<file path="src/rtl/reg_write_demux_pkg.sv">
// -----------------------------------------------------------------------------
// reg_write_demux_pkg
// Shared constants and types for the register-file write port.
//   DATA_W   : register / data port width
//   ADDR_W   : register index width
//   NUM_REGS : number of registers addressed by ADDR_W
//   reg_idx_t: register index type
//   word_t   : register data type
// -----------------------------------------------------------------------------
package reg_write_demux_pkg;

    localparam int DATA_W   = 16;
    localparam int ADDR_W   = 3;
    localparam int NUM_REGS = 2 ** ADDR_W;

    typedef logic [ADDR_W-1:0] reg_idx_t;
    typedef logic [DATA_W-1:0] word_t;

endpackage : reg_write_demux_pkg

</file>
<file path="src/rtl/reg_write_demux_demux_3to8.sv">
// -----------------------------------------------------------------------------
// demux_3to8
// Combinational 1-of-8 decoder with enable, used to build the commit strobe.
// Ports:
//   en     : in  - decode enable; output is all-zero when low
//   sel    : in  - register index to decode
//   onehot : out - one-hot enable, bit sel set when en is high
// -----------------------------------------------------------------------------
module demux_3to8
    import reg_write_demux_pkg::*;
(
    input  logic                en,
    input  reg_idx_t            sel,
    output logic [NUM_REGS-1:0] onehot
);

    always_comb begin
        onehot = '0;
        if (en) begin
            onehot[sel] = 1'b1;
        end
    end

endmodule : demux_3to8

</file>
<file path="src/rtl/reg_write_demux.sv">
// -----------------------------------------------------------------------------
// reg_write_demux
// Register-file write port: a write is staged on one edge and committed into
// one of NUM_REGS registers on the next, through a 1-of-N decoded strobe.
// Two combinational read ports feed decode, optionally bypassing the staged
// write so a pending value is visible one cycle early.
// Ports:
//   clk         : in  - system clock, rising edge
//   rst_n       : in  - asynchronous active-low reset
//   wr_en       : in  - write request this cycle
//   wr_addr     : in  - destination register index
//   wr_data     : in  - write data
//   rd_addr_a/b : in  - read port indices
//   rd_data_a/b : out - combinational read data
//   wr_onehot   : out - registered one-hot strobe of the committing write
//   stage_valid : out - a staged write is pending commit
// -----------------------------------------------------------------------------
module reg_write_demux
    import reg_write_demux_pkg::*;
#(
    parameter  int DATA_W   = 16,
    parameter  int ADDR_W   = 3,
    parameter  int ZERO_REG = 1,
    parameter  int BYPASS   = 1,
    localparam int NUM_REGS = 2 ** ADDR_W
) (
    input  logic                clk,
    input  logic                rst_n,
    input  logic                wr_en,
    input  logic [ADDR_W-1:0]   wr_addr,
    input  logic [DATA_W-1:0]   wr_data,
    input  logic [ADDR_W-1:0]   rd_addr_a,
    input  logic [ADDR_W-1:0]   rd_addr_b,
    output logic [DATA_W-1:0]   rd_data_a,
    output logic [DATA_W-1:0]   rd_data_b,
    output logic [NUM_REGS-1:0] wr_onehot,
    output logic                stage_valid
);

    logic [DATA_W-1:0]   regFile [NUM_REGS];
    logic [ADDR_W-1:0]   stageAddr_p1;
    logic [DATA_W-1:0]   stageData_p1;
    logic                vld_p1;
    logic                zeroHit_p1;
    logic [NUM_REGS-1:0] commitEn_p1;
    logic [NUM_REGS-1:0] wrOnehot_p2;

    // Read mux: the zero register always wins, then a matching staged write,
    // then the committed array contents.
    function automatic logic [DATA_W-1:0] readSel(
        input logic [ADDR_W-1:0] addr,
        input logic              stgVld,
        input logic [ADDR_W-1:0] stgAddr,
        input logic [DATA_W-1:0] stgData,
        input logic [DATA_W-1:0] arrVal
    );
        if ((ZERO_REG != 0) && (addr == '0)) begin
            return '0;
        end
        if ((BYPASS != 0) && stgVld && (addr == stgAddr)) begin
            return stgData;
        end
        return arrVal;
    endfunction

    // ---- p0 -> p1: stage the incoming write ----
    always_ff @(posedge clk or negedge rst_n) begin
        if (!rst_n) begin
            vld_p1       <= 1'b0;
            stageAddr_p1 <= '0;
            stageData_p1 <= '0;
        end else begin
            vld_p1 <= wr_en;
            if (wr_en) begin
                stageAddr_p1 <= wr_addr;
                stageData_p1 <= wr_data;
            end
        end
    end

    // Writes aimed at the hardwired zero register decode to no strobe at all.
    assign zeroHit_p1 = (ZERO_REG != 0) && (stageAddr_p1 == '0);

    demux_3to8 uDemux (
        .en     (vld_p1 && !zeroHit_p1),
        .sel    (stageAddr_p1),
        .onehot (commitEn_p1)
    );

    // ---- p1 -> p2: commit into the array, register the strobe ----
    always_ff @(posedge clk or negedge rst_n) begin
        if (!rst_n) begin
            wrOnehot_p2 <= '0;
            for (int i = 0; i < NUM_REGS; i++) begin
                regFile[i] <= '0;
            end
        end else begin
            wrOnehot_p2 <= commitEn_p1;
            for (int i = 0; i < NUM_REGS; i++) begin
                if (commitEn_p1[i]) begin
                    regFile[i] <= stageData_p1;
                end
            end
        end
    end

    assign rd_data_a   = readSel(rd_addr_a, vld_p1, stageAddr_p1, stageData_p1, regFile[rd_addr_a]);
    assign rd_data_b   = readSel(rd_addr_b, vld_p1, stageAddr_p1, stageData_p1, regFile[rd_addr_b]);
    assign wr_onehot   = wrOnehot_p2;
    assign stage_valid = vld_p1;

endmodule : reg_write_demux

</file>
<file path="config.mk">
export PLATFORM = sky130hd
export DESIGN_NAME = reg_write_demux
export DESIGN_NICKNAME = d
export VERILOG_FILES = /design/src/rtl/reg_write_demux_pkg.sv /design/src/rtl/reg_write_demux_demux_3to8.sv /design/src/rtl/reg_write_demux.sv
export SDC_FILE = /design/constraint.sdc
export NUM_CORES = 1
export LEC_CHECK = 0
export BUFFER_PORTS_ARGS = -buffer_cell sky130_fd_sc_hd__buf_4
export CAP_MARGIN = 25
export CORE_ASPECT_RATIO = 0.5
export CORE_MARGIN = 8
export CORE_UTILIZATION = 60
export CTS_CLUSTER_DIAMETER = 60
export CTS_CLUSTER_SIZE = 8
export DETAILED_ROUTE_END_ITERATION = 10
export PLACE_DENSITY = 0.8
export SETUP_SLACK_MARGIN = 0.3
export SYNTH_ARGS = -nofsm -noshare
export SYNTH_HDL_FRONTEND = slang
export SYNTH_SLANG_ARGS = --single-unit
</file>
<file path="constraint.sdc">
create_clock -name clk -period 6.6 [get_ports clk]
set_input_delay 1.98 -clock clk [delete_from_list [all_inputs] [get_ports clk]]
set_output_delay 1.98 -clock clk [all_outputs]
set_load 0.02 [all_outputs]
</file>
== Word level (Yosys, flattened, before mapping) ==
Cells that the tools add are included.
Storage, ports and cells
  register bits: 156
  input bits: 28
  output and inout bits: 41
  word-level logic and storage cells: 51
Cells by class
  $lt $le $gt $ge: 4
  equal/unequal tests: 2
  muxes and demuxes: 23
  bitwise operators: 2
  reduce and logical (&&, ||, !) cells: 8
Operators by type and width (number)
  16-bit 2-to-1 mux: 12
  16-bit binary-select mux with 3-bit select: 2
  3-bit logical NOT: 3
  4-bit greater-or-equal comparator, second input constant: 2
  8-bit 2-to-1 mux: 1
  3-bit inverter with 4-bit output: 2
  1-bit 2-to-1 mux: 7
  3-bit equality test: 2
  1-bit logical AND: 4
  3-bit by 4-bit less-than comparator with 1-bit output, second input constant: 1
  1-bit demux with 3-bit select: 1
  3-bit by 1-bit greater-or-equal comparator with 1-bit output, second input constant: 1
  1-bit logical NOT: 1

== Depth between registers and ports, before layout ==
  word-level depth: 6
  gate-level depth with buffers: 7
  gate-level depth less buffers: 4

== Cells and area by module ==
Synthesis repeated with hierarchy kept, for this count alone.
Unflattened totals
  cell total of the unflattened synthesis: 616
  area, all modules: 8249.2 µm²
By module, submodules not included
  reg_write_demux: instances 1, cells an instance 608, area each 8152.8 µm², sequential area each 3903.7 µm²
  demux_3to8: instances 1, cells an instance 8, area each 96.3 µm², sequential area each 0.0 µm²

== Least setup slack after synthesis ==
OpenSTA, ideal clock, no wires.
  kind: input -> output
  start point: input rd_addr_a[0]
  end point: output rd_data_a[10]
  arrival time: 3315 ps
  required time: 4620 ps
  setup slack: 1305 ps
  cell stages on the path: 7
  path buffers: 3
  cell sequence: buf_4 > or2_1 > buf_2 > buf_2 > o22ai_1 > a211oi_1 > nor3_1
Between the ends
  cells in the longest elaborated chain, start to end: 6
  elaborated cells on any way between the ends: 13
  classes of those cells: 1 x eq/ne; 9 x mux; 1 x bitwise; 2 x reduce/logical
Ends and longest elaborated chain
  start: declaration: RTL line reg_write_demux.sv:32  | input logic [ADDR_W-1:0] rd_addr_a,
  3-bit inverter with 4-bit output (not written as such) / 3-bit equality test (equally long branches): RTL line reg_write_demux.sv:107, reg_write_demux.sv:60
  16-bit binary-select mux with 3-bit select / 1-bit logical AND (equally long branches): RTL line reg_write_demux.sv:107, reg_write_demux.sv:60
  16-bit 2-to-1 mux (not written as such) / 1-bit 2-to-1 mux (equally long branches) (2 in series): RTL line reg_write_demux.sv:107, reg_write_demux.sv:60
  16-bit 2-to-1 mux: RTL line reg_write_demux.sv:63  | return arrVal;
  16-bit 2-to-1 mux (*): RTL line reg_write_demux.sv:60  | if ((BYPASS != 0) && stgVld && (addr == stgAddr)) begin
  end: declaration: RTL line reg_write_demux.sv:34  | output logic [DATA_W-1:0] rd_data_a,
Mark *: on every way between the ends. The rest lies on a longest branch, timed or not. The select of a mux whose other input is x is not followed.

== Worst setup path in the final report ==
  start point: input rd_addr_b[1]
  end point: output rd_data_b[13]
Between the ends
  cells in the longest elaborated chain, start to end: 6
  elaborated cells on any way between the ends: 13
  classes of those cells: 1 x eq/ne; 9 x mux; 1 x bitwise; 2 x reduce/logical
Ends and longest elaborated chain
  start: declaration: RTL line reg_write_demux.sv:33  | input logic [ADDR_W-1:0] rd_addr_b,
  3-bit inverter with 4-bit output (not written as such) / 3-bit equality test (equally long branches): RTL line reg_write_demux.sv:108, reg_write_demux.sv:60
  16-bit binary-select mux with 3-bit select / 1-bit logical AND (equally long branches): RTL line reg_write_demux.sv:108, reg_write_demux.sv:60
  16-bit 2-to-1 mux (not written as such) / 1-bit 2-to-1 mux (equally long branches) (2 in series): RTL line reg_write_demux.sv:108, reg_write_demux.sv:60
  16-bit 2-to-1 mux: RTL line reg_write_demux.sv:63
  16-bit 2-to-1 mux (*): RTL line reg_write_demux.sv:60
  end: declaration: RTL line reg_write_demux.sv:35  | output logic [DATA_W-1:0] rd_data_b,
Marked as above.

==> metrics.md <==
| Metric | Value |
|---|---|
| Non-filler instance count after layout | 931 |
| Crit path capture type | output port |
| Buf+Inv Stages, Crit Path | 3 |
| Max H-tree Level | 4 |
| DR DRC count | 0 |
| Worst vdd ir | 0.169 mV |
| DR vias/cell | 6.48 |
| Crit start category | primary input |
| Clock Tree Buf Depth | 2 |
| Largest area contributor in the netlist | dfrtp_1 |
| Final setup vio count | 0 |
| Pint | 2340 uW |
| EDFF count, synth | 0 |
| Clock transition at path regs | 60 ps |
| Setup CP Type | primary input to output port |
| HP Start | regFile[120] |
| Core Footprint | 13500 um2 |
| Clock share of power | 29.7% |
| Final hold vios | 0 |
| Status | complete, no violations |
| Share of power burned in registers | 42.6% |
| Initial DRT Pass Iterations | 5 |
| Initial antenna violation count | 0 |
| Worst path most repeated cell | buf_4 |
| GR Util All Layers | 25.5% |
| Power per cell area | 365 nW/um2 |
| Largest net degree at the start of global routing | 117 |
| Syn Nets | 745 |
| Root Driver | clkbuf_16 |
| Synth Cell Area | 8270 um2 |
| CP max stage delay | 550 ps |
| Crit-path cells | buf_4 -> buf_4 -> or2_1 -> nor2_1 -> nor3_1 -> buf_4 |
| Initial DRC count | 668 |
| IO buf count | 68 |
| Mean Syn Cell Area | 11.5 um2 |
| Leak Pwr | 0.00437 uW |
| Clock skew | 9.02 ps |
| Netlist cell types | 30 |
| WL final | 22500 um |
| Num ports | 69 |
| Layout Nets | 772 |
| Clock sinks | 156 |
| Reg2Reg Setup Slack | 4250 ps |
| Switch Pwr | 1080 uW |
| Vias in the first global route | 6445 |
| Fmax | 0.170 GHz |
| Number of diodes | 0 |
| Row count | 30 |
| Worst r2r src | stageAddr_p1[2] |
| First-pass GRT wire length | 35300 um |
| Post-route ant nets | 0 |
| Max_slew headroom | 45.0% |
| Post-CTS setup buffer count | 0 |
| Comb power frac | 27.7% |
| Top-count cell post-synth | dfrtp_1 |
| Max_cap viols | 0 |
| Top post-synthesis cells by count | dfrtp_1, nand2_1, mux2_2 |
| Register area share after synthesis | 47.2% |
| Fillcell total | 946 |
| DR WL/cell | 24.1 um |
| Die area | 18000 um2 |
| Fin crit period | 5890 ps |
| Die Ht | 99 um |
| Yosys warning count | 0 |
| Post_cts resized | 0 |
| Initial core utilization | 61.2% |
| GPL Wtd Cong | 0.863 |
| Worst path slowest cell | nor3_1 |
| Hold Path Class | flop to flop |
| Delay-heaviest family, CP | simple AND/OR/NAND/NOR gates |
| Critical Path RT | 4620 ps |
| Area Overhead vs Synth | 13.4% |
| Top cells by area, synth | dfrtp_1, mux2_2, mux2i_1, nand2_1, mux4_1 |
| Crit path DAT | 3910 ps |
| Total gr overflow | 0 |
| Worst slew pin tran | 819 ps |
| Slew Limit Fails | 0 |
| Layout cell share with drive strength beyond 1 | 30.2% |
| Unrepaired setup endpoints after global routing | false |
| CTS tree | built |
| DP HPWL | 14100 um |
| Share of the synthesized area in the top cell type | 47.2% |
| CP startpoint | rd_addr_b[1] |
| Register Area | 3900 um2 |
| Cts bufs inserted | 17 |
| Switching Share | 31.5% |
| Via count | 6037 |
| Post-synth ARST share | 100% |
| Clk_lat worst skew | 420 ps |
| Post-synthesis cell count | 717 |
| Final worst-path cycle share | 89.3% |
| # hold bufs at CTS | 0 |
| Die Wd | 182 um |
| Multi-input logic area | 3860 um2 |
| Placed insts | 897 |
| CP max FO | 11 |
| TNS Setup | 0 ps |
| Synth Register Bits | 156 |
| Most used DFF post-synth | dfrtp_1 |
layer usage:
| layer | global-route usage [%] | part of all wire [%] |
|---|---|---|
| met1 | 32.4 | 40 |
| met2 | 41.1 | 48 |
| met3 | 7.86 | 9.5 |
| met4 | 8.83 | 2.0 |
| met5 | 0 | 0 |
power groups by stage:
stage	sequential (uW)	clock [uW]	combinational, uW
3_3_place_gp	1430	0	904
2_1_floorplan	1360	0	704
3_5_place_dp	1460	0	934
6_report	1460	1010	948
5_1_grt	1490	1060	1020
4_1_cts	1450	1020	944
flip-flops by register name, summed over array words and instances, names as in the netlist:
register	count
stageAddr_p1	3
stage_valid	1
wr_onehot	8
stageData_p1	16
regFile	128
cell usage in the layout, fill, tap and decap left out, types with 16 or more instances in the layout:
cell type,n
buf_4,83
nand2_1,145
a211oi_1,30
mux4_2,16
o22ai_1,32
dfrtp_1,156
nor3_1,27
mux4_1,18
clkbuf_16,17
nor2_1,32
mux2i_1,62
mux2_2,83
worst paths after layout:
kind,to,depth (start not counted)
max reg2reg,regFile[76],4
min in group asynchronous,regFile[47],1
min reg2reg,regFile[120],0
min,regFile[120],0
max,rd_data_b[13],6
max in group asynchronous,regFile[44],3
final cells by class:
cell class | count | share of cell area, %
repair buffers | 91 | 8.21
inverters | 4 | 0.160
clock buffers | 20 | 4.98
well taps | 176 | 2.35
flip-flops and latches | 156 | 41.6
multi-input cells | 474 | 41.2
clock inverters | 10 | 1.51
cell families after synthesis:
family | after synthesis | synth area share, %
AO/OA/AOI/OAI | 64 | 5.27
AND/OR/NAND/NOR | 224 | 11.8
flip-flops | 156 | 47.2
XOR/XNOR | 6 | 0.636
other | 1 | 0.0454
multiplexers | 179 | 28.9
buffers and inverters | 87 | 6.11
metrics by stage:
step           area [um2]  utilization (%)  hold WS [ps]  worst slack (ps)  total power [uW]
2_1_floorplan        8270                -           438              1300              2070
3_3_place_gp         8650             64.0           384               844              2340
4_1_cts              9290             68.7           404               798              3410
6_report             9370             69.4           402               707              3420
5_1_grt              9370             69.4           412               635              3570
3_5_place_dp         8680             64.2           388               783              2390
Note: power is estimated with default switching activity, not from simulation.
